<file path="config.mk">
export PLATFORM = sky130hd
export DESIGN_NAME = theta_stage_flat
export DESIGN_NICKNAME = d
export VERILOG_FILES = /design/src/rtl/theta_stage_pkg.sv /design/src/rtl/theta_stage_if.sv /design/src/rtl/theta_stage_rol.sv /design/src/rtl/theta_stage.sv /design/src/flat_wrapper.sv
export SDC_FILE = /design/constraint.sdc
export NUM_CORES = 2
export LEC_CHECK = 0
export ABC_AREA = 1
export CAP_MARGIN = 20
export CORE_MARGIN = 3
export CORE_UTILIZATION = 28
export DETAILED_ROUTE_END_ITERATION = 6
export PLACE_DENSITY = 0.45
export SETUP_SLACK_MARGIN = 0.1
export SKIP_CTS_REPAIR_TIMING = 1
export SYNTH_ARGS = -nofsm -noshare
export SYNTH_HDL_FRONTEND = slang
export SYNTH_SLANG_ARGS = --single-unit
</file>
<file path="constraint.sdc">
create_clock -name clk -period 25.3 [get_ports clk]
set_clock_uncertainty 0.1 [all_clocks]
set_input_delay 5.06 -clock clk [delete_from_list [all_inputs] [get_ports clk]]
set_output_delay 5.06 -clock clk [all_outputs]
set_load 0.005 [all_outputs]
</file>
<file path="src/rtl/theta_stage_pkg.sv">
// Shared types and sizing for the theta mixing stage.
package theta_stage_pkg;

  localparam int LANE_W     = 64;
  localparam int NUM_LANES  = 25;
  localparam int NUM_COLS   = 5;
  localparam int ROT_W      = 6;
  localparam int LANE_IDX_W = 5;
  localparam int COL_IDX_W  = 3;

  typedef logic [LANE_W-1:0] lane_t;

  typedef enum logic [1:0] {
    S_LOAD    = 2'd0,
    S_COMPUTE = 2'd1,
    S_EMIT    = 2'd2
  } state_e;

  // Column to the left, wrapping 0 -> 4; elaboration-time helper only.
  function automatic int col_prev(input int x);
    return (x == 0) ? NUM_COLS - 1 : x - 1;
  endfunction

  // Column to the right, wrapping 4 -> 0; elaboration-time helper only.
  function automatic int col_next(input int x);
    return (x == NUM_COLS - 1) ? 0 : x + 1;
  endfunction

endpackage

</file>
<file path="src/rtl/theta_stage_if.sv">
// Lane streaming interface: input lane handshake and output lane handshake.
interface theta_stage_if;
  import theta_stage_pkg::*;

  logic  in_valid;
  logic  in_ready;
  lane_t in_lane;
  logic  out_valid;
  logic  out_ready;
  lane_t out_lane;
  logic  out_last;

  // Producer/consumer side (drives input lanes, accepts output lanes).
  modport master (
    output in_valid, in_lane, out_ready,
    input  in_ready, out_valid, out_lane, out_last
  );

  // Theta stage side.
  modport slave (
    input  in_valid, in_lane, out_ready,
    output in_ready, out_valid, out_lane, out_last
  );

endinterface

</file>
<file path="src/rtl/theta_stage_rol.sv">
// 64-bit rotate-left by a run-time amount; r_bits = 0 passes data through.
module rol
  import theta_stage_pkg::*;
(
  input  lane_t            din,
  input  logic [ROT_W-1:0] r_bits,
  output lane_t            dout
);

  // A right shift by the full lane width yields zero, so r_bits = 0 needs no special case.
  assign dout = (din << r_bits) | (din >> (7'(LANE_W) - {1'b0, r_bits}));

endmodule

</file>
<file path="src/rtl/theta_stage.sv">
// Theta stage: loads 25 lanes while folding column parity, derives the five
// D words in one cycle, then streams A[i] ^ D[i mod 5] back out in order.
module theta_stage
  import theta_stage_pkg::*;
#(
  parameter int unsigned THETA_ROT = 1
) (
  input  logic           clk,
  input  logic           rst,
  theta_stage_if.slave   bus,
  output logic           busy
);

  state_e                state_q, state_d;
  logic [LANE_IDX_W-1:0] lane_q;
  logic [COL_IDX_W-1:0]  col_q;
  lane_t                 lane_buf [NUM_LANES];
  lane_t                 c_q      [NUM_COLS];
  lane_t                 d_q      [NUM_COLS];
  lane_t                 rot_c    [NUM_COLS];
  lane_t                 d_next   [NUM_COLS];
  logic                  in_ready_c, out_valid_c;
  logic                  in_fire, out_fire, last_lane, last_col;

  assign last_lane = (lane_q == LANE_IDX_W'(NUM_LANES - 1));
  assign last_col  = (col_q  == COL_IDX_W'(NUM_COLS - 1));
  assign in_fire   = bus.in_valid  && in_ready_c;
  assign out_fire  = out_valid_c   && bus.out_ready;

  // State register.
  always_ff @(posedge clk) begin
    // NOTE: sequential state uses non-blocking assignments so every flop samples pre-edge values.
    if (rst) state_q <= S_LOAD;
    else     state_q <= state_d;
  end

  // Next-state and handshake outputs; reset gates both ready and valid low.
  always_comb begin
    // NOTE: every output gets a default first so no path infers a latch.
    state_d     = state_q;
    in_ready_c  = 1'b0;
    out_valid_c = 1'b0;
    case (state_q)
      S_LOAD: begin
        in_ready_c = !rst;
        if (bus.in_valid && in_ready_c && last_lane) state_d = S_COMPUTE;
      end
      S_COMPUTE: state_d = S_EMIT;
      S_EMIT: begin
        out_valid_c = !rst;
        if (out_valid_c && bus.out_ready && last_lane) state_d = S_LOAD;
      end
      default: state_d = S_LOAD;
    endcase
  end

  assign bus.in_ready  = in_ready_c;
  assign bus.out_valid = out_valid_c;
  assign bus.out_last  = out_valid_c && last_lane;
  assign bus.out_lane  = lane_buf[lane_q] ^ d_q[col_q];
  assign busy          = !rst && ((state_q != S_LOAD) || (lane_q != '0));

  // Lane index and its column (i mod 5) advance together on any transfer.
  always_ff @(posedge clk) begin
    if (rst) begin
      lane_q <= '0;
      col_q  <= '0;
    end else if (in_fire || out_fire) begin
      if (last_lane) begin
        lane_q <= '0;
        col_q  <= '0;
      end else begin
        lane_q <= lane_q + 1'b1;
        col_q  <= last_col ? '0 : col_q + 1'b1;
      end
    end
  end

  // Lane storage written during load.
  always_ff @(posedge clk) begin
    // NOTE: the lane buffer is deliberately not reset; its contents are only read after a full load.
    if (in_fire) lane_buf[lane_q] <= bus.in_lane;
  end

  // Column parity: accumulate on load, clear when the final lane leaves.
  always_ff @(posedge clk) begin
    if (rst || (out_fire && last_lane)) begin
      for (int x = 0; x < NUM_COLS; x++) c_q[x] <= '0;
    end else if (in_fire) begin
      c_q[col_q] <= c_q[col_q] ^ bus.in_lane;
    end
  end

  // D[x] = C[x-1] ^ rol(C[x+1], THETA_ROT), one rotator per column.
  for (genvar x = 0; x < NUM_COLS; x++) begin : g_col
    rol u_rol (
      .din    (c_q[col_next(x)]),
      .r_bits (ROT_W'(THETA_ROT)),
      .dout   (rot_c[x])
    );
    assign d_next[x] = c_q[col_prev(x)] ^ rot_c[x];
  end

  // D captured in the single compute cycle.
  always_ff @(posedge clk) begin
    if (rst) begin
      for (int x = 0; x < NUM_COLS; x++) d_q[x] <= '0;
    end else if (state_q == S_COMPUTE) begin
      for (int x = 0; x < NUM_COLS; x++) d_q[x] <= d_next[x];
    end
  end

endmodule

</file>
<file path="src/flat_wrapper.sv">
// flat-port wrapper written by rule: the top's interface ports become plain ports
module theta_stage_flat import theta_stage_pkg::*;
#(
  parameter int unsigned THETA_ROT = 1
)
  (clk, rst, busy, bus_in_valid, bus_in_lane, bus_out_ready, bus_in_ready, bus_out_valid, bus_out_lane, bus_out_last);
  theta_stage_if bus_i ();
  input  logic clk;
  input  logic rst;
  output logic busy;
  input wire logic [$bits(bus_i.in_valid)-1:0] bus_in_valid;
  input wire logic [$bits(bus_i.in_lane)-1:0] bus_in_lane;
  input wire logic [$bits(bus_i.out_ready)-1:0] bus_out_ready;
  output wire logic [$bits(bus_i.in_ready)-1:0] bus_in_ready;
  output wire logic [$bits(bus_i.out_valid)-1:0] bus_out_valid;
  output wire logic [$bits(bus_i.out_lane)-1:0] bus_out_lane;
  output wire logic [$bits(bus_i.out_last)-1:0] bus_out_last;
  assign bus_i.in_valid = bus_in_valid;
  assign bus_i.in_lane = bus_in_lane;
  assign bus_i.out_ready = bus_out_ready;
  assign bus_in_ready = bus_i.in_ready;
  assign bus_out_valid = bus_i.out_valid;
  assign bus_out_lane = bus_i.out_lane;
  assign bus_out_last = bus_i.out_last;
  theta_stage #(.THETA_ROT(THETA_ROT)) u_core (.clk(clk), .rst(rst), .bus(bus_i), .busy(busy));
endmodule
</file>
==> After elaboration in Yosys (flattened, before gate mapping) <==
Memories as Yosys holds them, arrays and structs flattened. A register that Yosys moved wholly into a read port is not among the register bits.
Index checks and enable logic that the tools add are counted.
{ "classes": {"bitwise_logic": 17, "n_reduce_logical": 18, "n_mux": 33, "addsub": 2, "n_eq_ne": 6} }
{ "ops": {"columns": ["cell", "count"], "rows": [
  ["64-bit bitwise XOR", 7],
  ["64-bit 2-to-1 mux", 6],
  ["64-bit by 1-bit bitwise OR with 64-bit output", 5],
  ["64-bit OR reduction", 1],
  ["3-bit 2-to-1 mux", 7],
  ["5-bit 2-to-1 mux", 3],
  ["1-bit 2-to-1 mux", 14],
  ["1-bit logical AND", 9],
  ["2-bit case mux with 3 select lines", 1],
  ["5-bit by 1-bit adder with 5-bit output (second input constant)", 1],
  ["5-bit equality test (second input constant)", 1],
  ["1-bit bitwise OR", 5],
  ["5-bit nonzero test", 1],
  ["2-bit 2-to-1 mux", 2],
  ["2-bit by 1-bit inequality test with 1-bit output (second input constant)", 2],
  ["3-bit by 1-bit adder with 3-bit output (second input constant)", 1],
  ["3-bit equality test (second input constant)", 1],
  ["1-bit logical OR", 3],
  ["2-bit by 1-bit equality test with 1-bit output (second input constant)", 1],
  ["2-bit equality test (second input constant)", 1],
  ["2-bit logical NOT", 1],
  ["2-bit AND reduction", 1],
  ["2-bit nonzero test", 1],
  ["1-bit logical NOT", 1]
]} }
{ "totals": {"register_bits": 10, "mem_count": 3, "mem_bits_rw": 2240, "out_inout_bits": 68} }
{ "memory_table": {"columns": ["memory", "depth", "word_bits", "read_ports", "rd_ports_with_merged_regs", "write_ports", "line", "text"], "rows": [
  ["u_core.lane_buf", 25, 64, 1, 1, 1, "theta_stage.sv:17", "lane_t lane_buf [NUM_LANES];"],
  ["u_core.c_q", 5, 64, 6, 1, 5, "theta_stage.sv:18", "lane_t c_q [NUM_COLS];"],
  ["u_core.d_q", 5, 64, 1, 1, 5, "theta_stage.sv:19", "lane_t d_q [NUM_COLS];"]
]} }

==> Depth between registers and ports, before layout <==
{ "logic_depth": {"word_depth": 9, "ltp_mapped": 14} }

==> Modules after synthesis <==
From an unflattened synthesis, not the netlist that was laid out.
{ "hier_totals": {"hier_cells": 19354, "area_unflattened_um2": 149926.3} }
{ "modules_own_cells": {"columns": ["module", "area_each_um2", "instances", "cells_each"], "rows": [
  ["theta_stage", 112033.7, 1, 11124],
  ["rol", 7578.5, 5, 1646]
]} }

==> Worst setup path before layout <==
Ideal clock, no wire load.
{ "synth_path": {"path_kind": "in2reg", "from": "input rst", "to": "memory u_core.d_q[0][0] in the netlist's numbering (enable)", "path_stages": 2, "setup_slack_ns": 12.441, "n_path_buf": 0, "setup_ns": 2.403, "arrival_ns": 10.356, "cell_sequence": "inv_1 -> nand2_1"} }
{ "synth_lines": {"columns": ["item", "line", "text"], "rows": [
  ["start: declaration", "flat_wrapper.sv:9", "input logic rst;"],
  ["end: declaration", "theta_stage.sv:19", null]
]} }

==> metrics.md <==
| Metric | Value |
|---|---|
| Vias per cell | `4.64` |
| Die Width | `639 um` |
| Cells on Worst Hold Path | `2` |
| GRT Util Overall | `17.2%` |
| Max Cap Viol | `0` |
| Status | `finished, final reports clean` |
| Area Overhead vs Synth | `14.2%` |
| Share of layout cells above drive strength 1 | `6.68%` |
| Post-Syn Nets | `11300` |
| Site Rows | `231` |
| Pleak | `49.4 nW` |
| Startpoint Class | `flip-flop` |
| Required @ worst endpoint | `20.14 ns` |
| Setup Viol. Count Final | `0` |
| Fin. max-slew vios | `0` |
| Crit share post-route | `47.2%` |
| R2R Setup Slk | `21.21 ns` |
| Die height | `639 um` |
| Reg2Reg Depth | `9` |
| Met3 WL post-DR | `16200 um` |
| Logic gate share of total power | `8.6%` |
| Slew HR | `24.3%` |
| DR WL met2 | `172000 um` |
| Clk buf depth | `4` |
| Net Sw Power | `0.00228 W` |
| First-pass GRT wire length | `523000 um` |
| Top Metal Used | `met5` |
| Non-Filler Instances | `16700` |
| Clock root cell | `clkbuf_16` |
| Setup_tns | `0 ns` |
| Met1 wire length | `164000 um` |
| Cell total after placement | `16200` |
| DR iter-0 viols | `5862` |
| Vias | `77300` |
| DRC | `0` |
| Pwr dens | `72.4 nW/um2` |
| Netlist cell types | `31` |
| CORE AREA | `397000 um2` |
| WL/cell | `21.6 um` |
| CTS tree | `done` |
| Crit. End Element | `output port` |
| Clock share of power | `41.9%` |
| Inserted Clock Buffers | `282` |
| # IOs | `136` |
| Clk_lat worst skew | `0.88 ns` |
| Maximum VDD drop | `0.0000451 V` |
| Period minus WS final | `11.95 ns` |
| Sink Count | `2450` |
| Endpoints failing hold | `0` |
| Die area | `408000 um2` |
| Vias in the first global route | `74200` |
| H-tree depth | `5` |
| Synth warn | `0` |
| Synthesized area per cell | `10.0 um2` |
| CP Max Fanout | `64` |
| Dpl hpwl | `197000 um` |
| CP arrival | `6.79 ns` |
| ANT nets after route | `0` |
| RSZ-0062 raised after global routing | `no` |
| Grt ovf | `0` |
| Register area share after synthesis | `65.5%` |
| Part of the power in registers | `49.5%` |
| Synth Register Bits | `2450` |
| Reg clk slew, reported paths | `0.06 ns` |
| Final nets | `11300` |
| Hold Crit Class | `reg -> reg` |
| Worst slew pin tran | `1.14 ns` |
| I/O Buffers | `135` |
| Largest net degree at the start of global routing | `195` |
| Routed WL | `359000 um` |
| WHS | `0.477 ns` |
| FMAX | `0.0837 GHz` |
| Mapped Area | `112000 um2` |
| First-pass iteration count of the detailed router | `6` |
| Switching share of power | `24.6%` |
| Initial antenna violation count | `17` |
| Starting Density | `28.2%` |
| Critical path class | `reg -> out` |
| Final GP Congestion | `0.757` |
| Post-Syn Instances | `11200` |
| Int Power | `0.00699 W` |
synthesized netlist by cell type (all sizes together):
| cell | instances | share of area (%) |
|---|---|---|
| nand2 | 3178 | 11 |
| clkbuf | 393 | 1.3 |
| ha | 6 | 0.067 |
| nor3b | 1 | 0.0067 |
| a21oi | 75 | 0.33 |
| xor2 | 38 | 0.54 |
| buf | 251 | 1.1 |
| xnor2 | 330 | 2.6 |
| edfxtp | 2432 | 65 |
| a211oi | 1 | 0.0067 |
| o22ai | 28 | 0.16 |
| nand3 | 1723 | 7.7 |
| a31oi | 1 | 0.0056 |
| nor3 | 2 | 0.0089 |
| nand4 | 1 | 0.0056 |
| or2 | 63 | 0.35 |
| clkinv | 2 | 0.0067 |
| o21ai | 439 | 2.0 |
| a21o | 9 | 0.060 |
| o211ai | 66 | 0.44 |
| dfxtp | 18 | 0.32 |
| inv | 996 | 3.3 |
| nor2 | 1153 | 3.9 |
| nor4 | 1 | 0.0056 |
critical path: stages (launching register included):
cell and delay (ns):
dfxtp_4 0.66, buf_4 0.78, buf_4 0.65, buf_4 0.71, buf_4 0.75, buf_4 0.65
nand3_1 0.17, nand3_1 0.13, nand3_1 0.09, nand2_1 0.10, nand2_1 0.07, nand3_1 0.11
nand2_1 0.23, clkdlybuf4s50_1 0.56
layer usage:
layer | vias up | GRT usage, %
li1 | 37200 | -
met1 | 37900 | 23.5
met2 | 1719 | 29.3
met3 | 386 | 2.21
met4 | 16 | 3.29
met5 | - | 0
cell usage in the layout, fill, tap and decap left out, drive strengths merged, types with 2 or more instances in the layout:
| cell type | netlist | routed |
|---|---|---|
| clkinvlp | 0 | 2 |
| clkinv | 2 | 118 |
| dfxtp | 18 | 18 |
| nor2 | 1153 | 1153 |
| edfxtp | 2432 | 2432 |
| o21ai | 439 | 439 |
| o211ai | 66 | 66 |
| clkbuf | 393 | 351 |
| nor3 | 2 | 2 |
| xnor2 | 330 | 330 |
| o22ai | 28 | 28 |
| clkdlybuf4s50 | 0 | 135 |
| a21o | 9 | 9 |
| xor2 | 38 | 38 |
| nand2 | 3178 | 3178 |
| inv | 996 | 1003 |
| nand3 | 1723 | 1723 |
| diode | 0 | 3 |
| buf | 251 | 221 |
| a21oi | 75 | 75 |
| ha | 6 | 6 |
| or2 | 63 | 63 |
| bufinv | 0 | 12 |
power groups by stage:
| stage | Combinational, W | Sequential (W) | Clock, W |
|---|---|---|---|
| finish | 0.000797 | 0.00459 | 0.00388 |
| global route | 0.000894 | 0.00459 | 0.00414 |
| CTS | 0.000815 | 0.00459 | 0.00399 |
| detailed placement | 0.000811 | 0.00467 | 0 |
| global placement | 0.000811 | 0.00467 | 0 |
| floorplan | 0.000485 | 0.00466 | 0 |
sequential cells by signal, indices dropped and copies added (netlist names), named ones only:
register and cells:
u_core.lane_buf 1600, u_core.c_q 512, u_core.d_q 320, u_core.lane_q 5, u_core.col_q 3, u_core.state_q 2
layout make-up:
type | instances | area, um2
antenna | 3 | 7.51
clock buffer | 351 | 7460
clock inverter | 137 | 1050
fill | 40600 | 269000
inverter | 998 | 3810
multi-input combinational | 7115 | 32500
sequential | 2450 | 73400
tap | 5242 | 6560
timing repair buffer | 356 | 3170
stage by stage:
step / setup WS, ns / cell area, um2 / total power (W) / util (%)
5_1_grt: 13.05 / 128000 / 0.00963 / 32.2
3_3_place_gp: 13.62 / 119000 / 0.00548 / 30.1
4_1_cts: 13.27 / 128000 / 0.00939 / 32.2
6_report: 13.35 / 128000 / 0.00927 / 32.2
2_1_floorplan: 12.44 / 112000 / 0.00515 / -
3_5_place_dp: 13.58 / 119000 / 0.00548 / 30.1
worst paths after layout:
check | from | endpoint
hold / removal | u_core.col_q[0] | flip-flop
hold reg to reg | u_core.col_q[0] | flip-flop
setup reg to reg | u_core.state_q[0] | u_core.c_q[1][38]
setup / recovery | flip-flop | bus_out_lane[49]
cells by family after synthesis:
family	Yosys count	synth area share (%)
buffers and inverters	1642	5.74
adder cells (fa/ha/maj)	6	0.0670
AO/OA/AOI/OAI	619	2.97
AND/OR/NAND/NOR	6122	22.6
flip-flops	2450	65.5
XOR/XNOR	368	3.19
No activity file was read; power rests on OpenSTA's default activity.
